### src/rtl/quad_pkg.sv
// Shared types and constants for the quadrature decoder: decoder state,
// Gray-code phases of {A,B}, step direction encoding and phase helpers.
package quad_pkg;

  typedef enum logic {
    INIT  = 1'b0,  // no reference phase captured yet
    TRACK = 1'b1   // reference valid, decoding transitions
  } dec_state_e;

  // Quadrature phases {A,B} in forward (up) order.
  localparam logic [1:0] PH_0 = 2'b00;
  localparam logic [1:0] PH_1 = 2'b01;
  localparam logic [1:0] PH_2 = 2'b11;
  localparam logic [1:0] PH_3 = 2'b10;

  // Step direction as presented on updn.
  localparam logic DIR_UP = 1'b0;
  localparam logic DIR_DN = 1'b1;

  // Phase that follows ph when the encoder moves one step forward.
  function automatic logic [1:0] next_up(input logic [1:0] ph);
    logic [1:0] r;
    case (ph)
      PH_0:    r = PH_1;
      PH_1:    r = PH_2;
      PH_2:    r = PH_3;
      default: r = PH_0;
    endcase
    return r;
  endfunction

  // Phase that follows ph when the encoder moves one step backward.
  function automatic logic [1:0] next_dn(input logic [1:0] ph);
    logic [1:0] r;
    case (ph)
      PH_0:    r = PH_3;
      PH_3:    r = PH_2;
      PH_2:    r = PH_1;
      default: r = PH_0;
    endcase
    return r;
  endfunction

endpackage

### src/rtl/quad_filter.sv
// One encoder channel: 2-flop synchronizer followed by a stability filter
// that accepts a level only after FILT consecutive identical samples.
// valid rises once the first level has been accepted after reset.
module quad_filter #(
  parameter int FILT = 3
) (
  input  logic clk5m,
  input  logic rst_n,
  input  logic din,
  output logic dout,
  output logic valid
);

  localparam logic [3:0] FILT_C = 4'(FILT);

  logic       sync1;
  logic       sync2;
  logic [1:0] primed;  // marks when sync2 holds a real sample, not reset
  logic       cand;    // level currently being qualified
  logic [3:0] run;     // consecutive samples equal to cand, saturates

  // Synchronize, then qualify the level: any change restarts the run,
  // so pulses shorter than FILT samples never reach dout.
  always_ff @(posedge clk5m or negedge rst_n) begin
    if (!rst_n) begin
      sync1  <= 1'b0;
      sync2  <= 1'b0;
      primed <= 2'b00;
      cand   <= 1'b0;
      run    <= 4'd0;
      dout   <= 1'b0;
      valid  <= 1'b0;
    end else begin
      sync1  <= din;
      sync2  <= sync1;
      primed <= {primed[0], 1'b1};
      if (primed[1]) begin
        if (sync2 != cand) begin
          cand <= sync2;
          run  <= 4'd1;
          if (FILT_C == 4'd1) begin
            dout  <= sync2;
            valid <= 1'b1;
          end
        end else if (run != FILT_C) begin
          run <= run + 4'd1;
          if (run == FILT_C - 4'd1) begin
            dout  <= cand;
            valid <= 1'b1;
          end
        end
      end
    end
  end

endmodule

### src/rtl/quad_decoder.sv
// Quadrature decoder: filters A/B, decodes Gray transitions into one-cycle
// step pulses with direction, keeps a wrapping position counter with
// synchronous load and a sticky illegal-transition flag.
module quad_decoder
  import quad_pkg::*;
#(
  parameter int WIDTH = 10,
  parameter int FILT  = 3
) (
  input  logic             clk5m,
  input  logic             rst_n,
  input  logic             qa,
  input  logic             qb,
  input  logic             load,
  input  logic [WIDTH-1:0] data_in,
  output logic             en,
  output logic             updn,
  output logic [WIDTH-1:0] cnt,
  output logic             err,
  output dec_state_e       state
);

  localparam logic [WIDTH-1:0] ONE = WIDTH'(1);

  logic       fa, fb;
  logic       va, vb;
  logic [1:0] phase;

  dec_state_e state_q, state_d;
  logic [1:0] ref_q, ref_d;
  logic       en_d;
  logic       updn_d;
  logic       err_set;

  quad_filter #(.FILT(FILT)) u_filt_a (
    .clk5m (clk5m),
    .rst_n (rst_n),
    .din   (qa),
    .dout  (fa),
    .valid (va)
  );

  quad_filter #(.FILT(FILT)) u_filt_b (
    .clk5m (clk5m),
    .rst_n (rst_n),
    .din   (qb),
    .dout  (fb),
    .valid (vb)
  );

  assign phase = {fa, fb};
  assign state = state_q;

  // Decoder state and reference phase registers.
  always_ff @(posedge clk5m or negedge rst_n) begin
    if (!rst_n) begin
      state_q <= INIT;
      ref_q   <= PH_0;
    end else begin
      state_q <= state_d;
      ref_q   <= ref_d;
    end
  end

  // Next state, reference update and step/error decode. A double-bit
  // change is flagged and still adopted so tracking resumes from there.
  always_comb begin
    state_d = state_q;
    ref_d   = ref_q;
    en_d    = 1'b0;
    updn_d  = updn;
    err_set = 1'b0;
    case (state_q)
      INIT: begin
        if (va && vb) begin
          ref_d   = phase;
          state_d = TRACK;
        end
      end
      TRACK: begin
        if (phase != ref_q) begin
          ref_d = phase;
          if (phase == next_up(ref_q)) begin
            en_d   = 1'b1;
            updn_d = DIR_UP;
          end else if (phase == next_dn(ref_q)) begin
            en_d   = 1'b1;
            updn_d = DIR_DN;
          end else begin
            err_set = 1'b1;
          end
        end
      end
      default: state_d = INIT;
    endcase
  end

  // Registered step pulse and direction; updn holds between pulses.
  always_ff @(posedge clk5m or negedge rst_n) begin
    if (!rst_n) begin
      en   <= 1'b0;
      updn <= DIR_UP;
    end else begin
      en   <= en_d;
      updn <= updn_d;
    end
  end

  // Position counter and sticky error; load wins over a step in progress.
  always_ff @(posedge clk5m or negedge rst_n) begin
    if (!rst_n) begin
      cnt <= '0;
      err <= 1'b0;
    end else begin
      if (load) begin
        cnt <= data_in;
      end else if (en) begin
        cnt <= (updn == DIR_DN) ? cnt - ONE : cnt + ONE;
      end
      if (load) begin
        err <= 1'b0;
      end else if (err_set) begin
        err <= 1'b1;
      end
    end
  end

endmodule

### config.mk
export PLATFORM = sky130hd
export DESIGN_NAME = quad_decoder
export DESIGN_NICKNAME = d
export VERILOG_FILES = /design/src/rtl/quad_pkg.sv /design/src/rtl/quad_filter.sv /design/src/rtl/quad_decoder.sv
export SDC_FILE = /design/constraint.sdc
export NUM_CORES = 1
export LEC_CHECK = 0
export CORE_MARGIN = 5
export CORE_UTILIZATION = 40
export DETAILED_ROUTE_END_ITERATION = 6
export GPL_ROUTABILITY_DRIVEN = 1
export PLACE_DENSITY = 0.76
export SLEW_MARGIN = 10
export SYNTH_ARGS = -nofsm -noshare
export SYNTH_HDL_FRONTEND = slang
export SYNTH_SLANG_ARGS = --single-unit
### constraint.sdc
create_clock -name clk5m -period 2.2 [get_ports clk5m]
set_clock_uncertainty 0.05 [all_clocks]
set_input_delay 0.55 -clock clk5m [delete_from_list [all_inputs] [get_ports clk5m]]
set_output_delay 0.55 -clock clk5m [all_outputs]
set_load 0.05 [all_outputs]
After elaboration in Yosys (flattened, before gate mapping)
Cells that the tools add are included.
{"block": "classes", "add_sub_neg": 4, "n_mul": 0, "div_mod_pow": 0, "order_cmp": 0, "eq_ne": 14, "n_shift": 0, "muxes": 31, "bitwise_logic": 3, "reduce_logical": 15}
{"op": "$mux 10", "n": 3}
{"op": "$mux 4", "n": 4}
{"op": "$mux 1", "n": 14}
{"op": "$mux 2", "n": 7}
{"op": "$pmux 2 s3", "n": 2}
{"op": "$add 10x1->10 const B", "n": 1}
{"op": "$reduce_and 2->1", "n": 5}
{"op": "$reduce_bool 2->1", "n": 5}
{"op": "$sub 10x1->10 const B", "n": 1}
{"op": "$add 4x1->4 const B", "n": 2}
{"op": "$eq 4x2->1 const B", "n": 2}
{"op": "$ne 4x2->1 const B", "n": 2}
{"op": "$reduce_and 4->1", "n": 2}
{"op": "$eq 2x2->1", "n": 2}
{"op": "$eq 2x2->1 const B", "n": 2}
{"op": "$pmux 2 s2", "n": 1}
{"op": "$not 1->1", "n": 3}
{"op": "$reduce_and 3->1", "n": 1}
{"op": "$eq 2x1->1 const B", "n": 1}
{"op": "$logic_not 2->1", "n": 1}
{"op": "$ne 1x1->1", "n": 2}
{"op": "$ne 2x1->1 const B", "n": 1}
{"op": "$ne 2x2->1", "n": 1}
{"op": "$ne 2x2->1 const B", "n": 1}
{"op": "$logic_and 1x1->1", "n": 1}
{"block": "totals", "ff_bits": 38, "latchBits": 0, "mem_bits_rw": 0, "mem_bits_ro": 0, "in_bits": 15, "out_inout_bits": 14, "word_cells": 87, "mem_count": 0}

Depth between registers and ports, before layout
{"block": "logic_depth", "ltp_word": 15, "ltp_mapped": 7, "mapped_depth_nobuf": 7}

Modules after synthesis
From an unflattened synthesis, not the netlist that was laid out.
{"block": "unflattened", "hier_cells": 191, "area_unflattened_um2": 2078.2}
{"module": "quad_decoder", "n_inst": 1, "cells_each": 117, "area_each_um2": 1122.3, "seq_area_each_um2": 400.4}
{"module": "quad_filter", "n_inst": 2, "cells_each": 37, "area_each_um2": 478.0, "seq_area_each_um2": 275.3}

Worst setup path before layout
No wires, ideal clock.
{"block": "synth_path", "path_kind": "register to register", "startpoint": "register updn", "endpoint": "register cnt[8]", "setup_ps": 126, "t_arrival_ps": 2312, "t_required_ps": 2024, "setup_slack_ps": -288, "path_stages_with_launch": 8, "n_path_buf": 0, "synth_period_minus_slack_ps": 2488, "cell_sequence": "dfrtp_1 > fa_1 > a211oi_2 > nor3_1 > o31a_1 > o211ai_2 > o31ai_1 > a221o_1"}
{"block": "synth_between", "elab_chain_cells": 3}
{"item": "start: declaration", "line": "quad_decoder.sv:17", "source": "output logic updn,"}
{"item": "start signal: assignment", "line": "quad_decoder.sv:105", "source": "updn <= updn_d;"}
{"item": "$mux 10", "line": "quad_decoder.sv:118", "source": "cnt <= (updn == DIR_DN) ? cnt - ONE : cnt + ONE;"}
{"item": "$mux 10", "line": "quad_decoder.sv:117", "source": "end else if (en) begin"}
{"item": "$mux 10", "line": "quad_decoder.sv:115", "source": "if (load) begin"}
{"item": "end signal: assignment", "line": "quad_decoder.sv:116", "source": "cnt <= data_in;"}
{"item": "end signal: assignment", "line": "quad_decoder.sv:118"}
{"item": "end: declaration", "line": "quad_decoder.sv:18", "source": "output logic [WIDTH-1:0] cnt,"}
Every way passes these cells. The select of a mux whose other input is x is not followed.
A chain may end at the register's enable or synchronous reset.

Final worst setup path
Ends and elaborated chain as after synthesis.

==> key figures <==
Floorplan
  • Initial Util: 0.415
  • # rows: 25
  • Ports: 29
  • Area of the die: 0.00644 mm2
  • Die W: 80.3 um
  • Die Ht: 80.3 um
  • Core area: 0.00475 mm2

Synth
  • Yosys reg bits: 36
  • Post-Syn Area per Cell: 10.2 um2
  • Post-Syn Area: 0.00197 mm2
  • Seq/Total Area, Yosys: 0.456
  • Synth unique cells: 42
  • Post-synth ARST share: 1.00
  • Yosys warning total: 0
  • Top_reg_cell synth: dfrtp_1
  • Synth Instances: 193
  • Net Count, Synth: 221
  • Post-synth EDFFs: 0

Pwr
  • Pwr dens: 1510 mW/mm2
  • Static Leakage: 1.09 nW
  • Worst vdd ir: 0.000525 V
  • Tot Pwr: 3.85 mW

Final layout
  • Final core utilization: 0.537
  • Ant diodes: 0
  • Layout cells sized above 1: 0.174
  • Final nets: 262
  • Area Growth Syn to Fin: 29.3%

Worst setup path
  • Setup crit start kind: flop
  • CP Launch Point: updn
  • Arr. time, crit path: 2.27 ns
  • R2R depth: 7
  • Worst r2r src: updn
  • Critical path type: reg2reg
  • Crit-path max FO: 7
  • Worst Path Required: 2.32 ns
  • Critical path destination: cnt[8]
  • CP endpoint kind: flop
  • R2R setup slack: 0.06 ns
  • R2R Path End: cnt[8]

Clock tree
  • H-tree depth: 2
  • Later-pin clock latency in the skew report: 0.29 ns
  • Cts hold-fix bufs: 0
  • CTS Buf Count: 5
  • Clk pin slew, worst setup/hold paths: 0.07 ns
  • Clock Root Buffer: clkbuf_8
  • CTS tree: built
  • Longest Clk Path Bufs: 2
  • CTS Sinks: 36

Placement
  • Pre-CTS worst setup slack: 0.0112 ns
  • Gpl congestion: 0.795
  • Post-DP HPWL: 2.76 mm
  • Port bufs: 28

Timing
  • Max Clock Freq: 0.467 GHz
  • Worst Slack Setup Final: 0.0586 ns
  • Minimum clock period: 2.14 ns
  • Unrepaired setup endpoints after global routing: true
  • Slew @ Worst Pin: 0.496 ns
  • Setup violators final: 0
  • Final period utilization: 0.973
  • Final Hold Viols: 0
  • Slew margin rel.: 0.668
  • Max Slew Vio Count: 0

Route
  • Pre-Repair DR Iteration Count: 4
  • Drt via density: 5.00
  • Detailed-route via count: 1510
  • WL final: 3.74 mm
  • Avg WL per Cell: 12.4 um
  • Initial DRC count: 61
  • DRC: 0
  • ANT nets after route: 0

Global routing
  • Grt ovf: 0
  • Initial antenna violation count: 0
  • First-pass GRT wire length: 6.67 mm
  • Overall Global Routing Usage: 0.133
  • Number of global-route vias before repair: 1500
  • Largest net degree at the start of global routing: 37

Run
  • Max-capacitance violation count: 0

Hold path
  • Worst hold path class: reg2reg
  • Min-delay src: u_filt_b.sync1

Status
  • Status: finished clean
==> registers in the layout, summed over array words and instances (netlist names), 2 cells and up <==
signal,flops
cnt,10
u_filt_a.run,4
u_filt_b.run,4
ref_q,2
==> power by group <==
part           internal, mW  switching (mW)  leakage, nW
Clock                 0.250           0.235       0.0510
Combinational          1.06            1.21        0.615
Sequential            0.867           0.229        0.426
==> worst max-delay path, stage by stage (launching register included) <==
cell and delay (ns):
dfrtp_4 0.52, fa_2 0.37, a211oi_2 0.24, nor3_1 0.09, o31a_1 0.27, o211ai_2 0.13, o31ai_1 0.09, a221o_1 0.27
==> area by class of cell <==
| cell class | instances | area, um2 |
|---|---|---|
| fillers | 427 | 2200 |
| multi-input cells | 144 | 1070 |
| clock buffers | 6 | 82.6 |
| inverters | 9 | 33.8 |
| flip-flops and latches | 36 | 907 |
| clock inverters | 2 | 10.0 |
| well taps | 67 | 83.8 |
| repair buffers | 38 | 370 |
==> repair_timing <==
item / CTS / global route
pin swaps: 2 / 3
buffers inserted: 2 / 1
gates resized for setup: 0 / 8
setup endpoints to repair: 1 / 4
==> worst min-delay path by stage <==
stage | endpoint | cells past startpoint
2_1_floorplan | cnt[0] | 0
3_3_place_gp | u_filt_b.sync2 | 0
3_5_place_dp | u_filt_b.sync2 | 0
4_1_cts | u_filt_b.sync2 | 0
5_1_grt | u_filt_b.sync2 | 0
6_report | u_filt_b.sync2 | 0
==> synth_stat cells (all sizes together) (2+ instances only) <==
cell type | n | area share
a21boi | 2 | 0.0076
a31oi | 2 | 0.0063
clkbuf | 3 | 0.0057
nand4 | 2 | 0.0063
nand3b | 2 | 0.0076
nor2b | 4 | 0.013
inv | 9 | 0.017
mux2i | 4 | 0.020
a211oi | 2 | 0.010
a21o | 5 | 0.020
o31a | 2 | 0.0089
o21ai | 14 | 0.035
a221o | 2 | 0.010
nand3 | 3 | 0.0076
xor2 | 8 | 0.035
nand2b | 3 | 0.0095
ha | 12 | 0.076
a21oi | 14 | 0.035
nand4b | 2 | 0.0089
nor2 | 9 | 0.017
mux2 | 5 | 0.029
xnor2 | 8 | 0.035
o22ai | 3 | 0.0095
nor3 | 2 | 0.0051
o21bai | 2 | 0.0076
dfrtp | 36 | 0.46
nand2 | 18 | 0.034
nor3b | 4 | 0.015
==> logic make-up after synthesis <==
family / after synthesis / share of synthesized area
simple gates: 53 / 0.142
compound gates: 52 / 0.169
flops: 36 / 0.456
xor+xnor: 16 / 0.0710
fa+ha+maj: 13 / 0.0862
buf+inv: 13 / 0.0247
mux: 9 / 0.0488
other cells: 1 / 0.00190
==> layer usage <==
layer / GRT usage / routed length (um) / up-vias / part of all wire
li1: - / - / 764 / -
met1: 0.160 / 1670 / 714 / 0.45
met2: 0.219 / 1820 / 26 / 0.49
met3: 0.0415 / 181 / 6 / 0.048
met4: 0.0507 / 68 / 0 / 0.018
met5: 0 / 0 / - / 0
==> layout by cell type (no fill, tap or decap), types with 3 or more instances in the layout <==
cell / n
xor2_1: 8
nand3_1: 3
a21oi_1: 12
clkbuf_8: 6
inv_1: 9
ha_1: 10
dfrtp_1: 33
xnor2_1: 8
nor2_1: 9
o22ai_1: 3
nor2b_1: 4
mux2_2: 5
buf_4: 12
nand2_1: 17
nor3b_1: 4
mux2i_1: 4
clkdlybuf4s50_1: 24
nand2b_1: 3
a21o_1: 4
o21ai_0: 13
==> through the flow <==
| step | instances | hold WS (ns) | setup TNS, ns | area [um2] |
|---|---|---|---|---|
| after floorplan | 193 | 0.204 | 0 | 1980 |
| final | 302 | 0.299 | 0 | 2550 |
| after global routing | 302 | 0.310 | -0.0966 | 2550 |
| after global placement | 291 | 0.283 | 0 | 2400 |
| after detailed placement | 291 | 0.285 | 0 | 2400 |
| after CTS | 301 | 0.301 | 0 | 2510 |
Power figures use the tool's default switching activity.
